**src/rtl/sumador_pkg.sv**
```systemverilog
// Shared constants and state encoding for the bit-serial adder controller.
package sumador_pkg;

    localparam int unsigned DEF_WIDTH = 8;

    localparam logic [1:0] ST_IDLE = 2'd0;
    localparam logic [1:0] ST_RUN  = 2'd1;
    localparam logic [1:0] ST_DONE = 2'd2;

    typedef enum logic [1:0] {
        S_IDLE = ST_IDLE,
        S_RUN  = ST_RUN,
        S_DONE = ST_DONE
    } state_e;

endpackage

```
**src/rtl/sumador_completo_bit.sv**
```systemverilog
// Combinational 1-bit full adder built from two half adders and an OR.
module sumador_medio_bit (
    input  logic a,
    input  logic b,
    output logic s,
    output logic co
);

    assign s  = a ^ b;
    assign co = a & b;

endmodule

module sumador_completo_bit (
    input  logic a,
    input  logic b,
    input  logic cin,
    output logic s,
    output logic co
);

    logic s1;
    logic c1;
    logic c2;

    sumador_medio_bit u_ha0 (
        .a  (a),
        .b  (b),
        .s  (s1),
        .co (c1)
    );

    sumador_medio_bit u_ha1 (
        .a  (s1),
        .b  (cin),
        .s  (s),
        .co (c2)
    );

    assign co = c1 | c2;

endmodule

```
**src/rtl/sumador_serial_ctrl.sv**
```systemverilog
// Bit-serial adder: LSB-first through one full adder, framed by start/busy/done.
module sumador_serial_ctrl
    import sumador_pkg::*;
#(
    parameter int unsigned WIDTH = DEF_WIDTH
) (
    input  logic             clk,
    input  logic             rst,
    input  logic             start,
    input  logic [WIDTH-1:0] a,
    input  logic [WIDTH-1:0] b,
    input  logic             cin,
    output logic             busy,
    output logic             done,
    output logic [WIDTH-1:0] sum,
    output logic             cout
);

    localparam int unsigned CW = $clog2(WIDTH);

    state_e           state_q, state_d;
    logic [WIDTH-1:0] a_sr_q, a_sr_d;
    logic [WIDTH-1:0] b_sr_q, b_sr_d;
    logic [WIDTH-1:0] acc_q, acc_d;
    logic [WIDTH-1:0] sum_q, sum_d;
    logic [CW-1:0]    cnt_q, cnt_d;
    logic             carry_q, carry_d;
    logic             cout_q, cout_d;
    logic             busy_q, busy_d;
    logic             done_q, done_d;

    logic fa_s;
    logic fa_co;

    sumador_completo_bit u_fa (
        .a   (a_sr_q[0]),
        .b   (b_sr_q[0]),
        .cin (carry_q),
        .s   (fa_s),
        .co  (fa_co)
    );

    // Next-state and datapath; busy/done are registered from the next state.
    always_comb begin
        state_d = state_q;
        a_sr_d  = a_sr_q;
        b_sr_d  = b_sr_q;
        acc_d   = acc_q;
        sum_d   = sum_q;
        cnt_d   = cnt_q;
        carry_d = carry_q;
        cout_d  = cout_q;

        unique case (state_q)
            S_IDLE: begin
                if (start) begin
                    a_sr_d  = a;
                    b_sr_d  = b;
                    carry_d = cin;
                    cnt_d   = '0;
                    acc_d   = '0;
                    state_d = S_RUN;
                end
            end
            S_RUN: begin
                acc_d   = {fa_s, acc_q[WIDTH-1:1]};
                a_sr_d  = a_sr_q >> 1;
                b_sr_d  = b_sr_q >> 1;
                carry_d = fa_co;
                cnt_d   = cnt_q + CW'(1);
                if (cnt_q == CW'(WIDTH - 1)) begin
                    sum_d   = {fa_s, acc_q[WIDTH-1:1]};
                    cout_d  = fa_co;
                    state_d = S_DONE;
                end
            end
            S_DONE: begin
                state_d = S_IDLE;
            end
            default: begin
                state_d = S_IDLE;
            end
        endcase

        busy_d = (state_d == S_RUN);
        done_d = (state_d == S_DONE);
    end

    always_ff @(posedge clk) begin
        if (rst) begin
            state_q <= S_IDLE;
            a_sr_q  <= '0;
            b_sr_q  <= '0;
            acc_q   <= '0;
            sum_q   <= '0;
            cnt_q   <= '0;
            carry_q <= 1'b0;
            cout_q  <= 1'b0;
            busy_q  <= 1'b0;
            done_q  <= 1'b0;
        end else begin
            state_q <= state_d;
            a_sr_q  <= a_sr_d;
            b_sr_q  <= b_sr_d;
            acc_q   <= acc_d;
            sum_q   <= sum_d;
            cnt_q   <= cnt_d;
            carry_q <= carry_d;
            cout_q  <= cout_d;
            busy_q  <= busy_d;
            done_q  <= done_d;
        end
    end

    assign busy = busy_q;
    assign done = done_q;
    assign sum  = sum_q;
    assign cout = cout_q;

endmodule
```
**config.mk**
```make
export PLATFORM = sky130hd
export DESIGN_NAME = sumador_serial_ctrl
export DESIGN_NICKNAME = d
export VERILOG_FILES = /design/src/rtl/sumador_pkg.sv /design/src/rtl/sumador_completo_bit.sv /design/src/rtl/sumador_serial_ctrl.sv
export SDC_FILE = /design/constraint.sdc
export NUM_CORES = 1
export LEC_CHECK = 0
export ABC_AREA = 1
export BUFFER_PORTS_ARGS = -buffer_cell sky130_fd_sc_hd__buf_2
export CAP_MARGIN = 10
export CORE_ASPECT_RATIO = 0.75
export CORE_MARGIN = 8
export CORE_UTILIZATION = 40
export CTS_BUF_LIST = sky130_fd_sc_hd__clkbuf_16
export DETAILED_ROUTE_END_ITERATION = 12
export GPL_ROUTABILITY_DRIVEN = 0
export PLACE_DENSITY_LB_ADDON = 0.12
export SETUP_SLACK_MARGIN = 0.2
export SLEW_MARGIN = 0
export SYNTH_ARGS = -nofsm -noshare
export SYNTH_HDL_FRONTEND = slang
export SYNTH_SLANG_ARGS = --single-unit
```
**constraint.sdc**
```tcl
create_clock -name clk -period 1.44 [get_ports clk]
set_input_delay 0.288 -clock clk [delete_from_list [all_inputs] [get_ports clk]]
set_output_delay 0.288 -clock clk [all_outputs]
set_load 0.005 [all_outputs]
```
==> metrics <==
first-pass GRT wire length 7160 um; area grow syn2layout 25.2%; Hold Buf Count CTS 0; Max FO, Critical Path 6; Final setup viols 0; die height 73.9 um; top cells by area, synth dfxtp_1 45%, nand2_1 11%, nor2_1 9.2%; Synth area leader dfxtp_1; DR pass1 iterations 4; DRT antenna net count 0; GRT Total Usage 13.1%; htree depth 2; initial antenna violation count 0; final WL 4080 um; nets@finish 312; Core ar. 4390 um^2; Synth Net Count 278; Worst Path Class, Setup reg2reg; main combinational cell family by area after synthesis simple AND/OR/NAND/NOR gates; largest net degree at the start of global routing 24; Cell Count, Final, Fillers Out 346; die area 6890 um^2; Clk network pwr share 41.6%; Synth Cell Area 1790 um^2; Hold Vio Cnt, Final 0; Hold/Removal Path Class in2reg; register clock-pin slew on the reported worst setup and hold paths 0.06 ns; Internal Power 1.89 mW; Layout Skew 0.00399 ns; Root Buffer clkbuf_16; initial core utilization 40.7%; CTS Buf Count 5; vias in the first global route 1556; CTS tree done; clk buf depth 2; max cap viols 0; VDD IR-drop max 0.699 mV; total power 2.50 mW; DP Worst Slack 0.0964 ns; Seq/Total Area, Yosys 44.8%; Synth Area in XOR/XNOR 0%; PortBufs 30; vias per cell 4.66; Net Sw Frac 24.3%; n_diodes 0; Post-Synth Simple-Gate Area 30.7%; minimum clock period 1.23 ns; placed cell areas 2020 um^2; Avg Synthesized Cell Area 7.01 um^2; post-synth cell types 19; Highest Clock Rate 812 MHz; max-slew violations 0; wire per inst 11.8 um; drt first-iter violations 70; via count 1611; worst slew pin tran 0.372 ns; relative slew slack 75.1%; Fin Setup TNS 0 ns; top-area cell type share of the netlist area 44.8%; Pleak 1.09 nW; sequential power share 47.1%; slack of the critical path 0.208 ns; post-synthesis adder-cell area fraction 2.52%; row count 21; Design Area, Final 2240 um^2; crit start category flop; share of cells above drive strength 1 24.2%; Critical Path RT 1.66 ns; I/O pins 31; Die X 93.2 um; power per cell area 1120 nW/um^2; post-synthesis compound-gate area fraction 8.96%; FILL cells 462; mux cell area share after synthesis 0%; Worst Path Arrival 1.45 ns; final worst-path cycle share 85.6%; outcome complete, no violations; Warnings, synthesis 0; post-synthesis register bit count 40; placed insts 337; Worst Setup End Kind flop; Combinational Power Share 11.3%; HPWL Detailed 2840 um; Post-route DRC 0; unrepaired setup endpoints after global routing true; GRT overflow 0; cell count after synthesis 255; Worst-Skew Late Latency 0.28 ns; switching pwr 609 uW; CTS sink cnt 40
==> per-layer routing <==
metal	up-vias	share of wire, %	global-route usage (%)	routed length [um]
li1	854	-	-	-
met1	725	53	17.3	2160
met2	25	42	20.0	1700
met3	7	3.9	3.67	161
met4	0	1.4	4.80	57
met5	-	0	0	0
==> cell families after synthesis <==
| logic type | after synthesis |
|---|---|
| adder cells (fa/ha/maj) | 3 |
| buffers and inverters | 51 |
| AND/OR/NAND/NOR | 129 |
| AO/OA/AOI/OAI | 32 |
| flip-flops | 40 |
==> worst max-delay path, cell delays in order, from the launching register on <==
cell and delay [ns]:
dfxtp_2 0.35, ha_4 0.14, ha_4 0.12, nand2_4 0.05
nor2_4 0.18, buf_6 0.16, o21ai_0 0.08, nor2_1 0.09
==> flip-flops by register name, summed over array words and instances, names as in the netlist <==
name,count
state_q,2
done,1
sum,8
acc_q,7
carry_q,1
cout,1
cnt_q,3
a_sr_q,8
b_sr_q,8
busy,1
==> power groups by stage <==
stage	registers (mW)	clock network, mW	logic [mW]
after global placement	1.20	0	0.272
after floorplan	1.20	0	0.198
final	1.18	1.04	0.283
after CTS	1.18	1.06	0.275
after detailed placement	1.20	0	0.272
after global routing	1.19	1.11	0.330
==> stage by stage <==
stage | hold slack, ns | utilization, %
after floorplan | 0.430 | -
after detailed placement | 0.455 | 46.1
after global placement | 0.454 | 46.1
after CTS | 0.234 | 49.6
final | 0.234 | 51.0
after global routing | 0.256 | 51.0
==> synthesized netlist by cell type, drive strengths merged <==
library cell	count
nand2	54
inv	37
clkbuf	1
nand3	19
ha	2
nand3b	2
nor2	45
nor3	9
buf	13
o21ai	13
a21oi	19
fa	1
dfxtp	40
==> path summary, 6_finish.rpt <==
check	startpoint	to	slack, ns	depth (start not counted)
worst max-delay path	cnt_q[1]	sum[5]	0.21	7
worst min register to register	cnt_q[0]	cnt_q[0]	0.45	1
worst min-delay path	b[3]	b_sr_q[3]	0.23	3
worst max register to register	cnt_q[1]	sum[5]	0.21	7
==> timing repair <==
| action | CTS | global route |
|---|---|---|
| pin swaps | 1 | 8 |
| endpoints found under the hold margin | 0 | 0 |
| resized for setup | 1 | 25 |
| setup buffers | 2 | 0 |
| setup endpoints to repair | 25 | 27 |
==> placed cells by master, fill, tap and decap left out, types with 2 or more instances in the layout <==
| cell type | n |
|---|---|
| nor2_1 | 44 |
| buf_2 | 30 |
| buf_6 | 5 |
| a21oi_1 | 17 |
| o21ai_0 | 9 |
| clkbuf_16 | 5 |
| nand3b_1 | 2 |
| buf_4 | 5 |
| nor3_1 | 9 |
| inv_4 | 2 |
| nand3_1 | 19 |
| dfxtp_1 | 36 |
| nand2_2 | 3 |
| a21oi_2 | 2 |
| nand2_4 | 3 |
| inv_1 | 34 |
| nand2_1 | 48 |
| o21ai_2 | 4 |
| inv_2 | 2 |
| ha_4 | 2 |
| dfxtp_2 | 3 |
==> cell type report <==
cell class / instances / area (um^2) / area share (%)
multi-input combinational: 164 / 817 / 36.5
clock buffer: 5 / 125 / 5.59
timing repair buffer: 41 / 264 / 11.8
clock inverter: 2 / 8.76 / 0.391
inverter: 37 / 144 / 6.43
sequential: 40 / 808 / 36.1
tap: 57 / 71.3 / 3.19
Power figures use the tool's default switching activity.
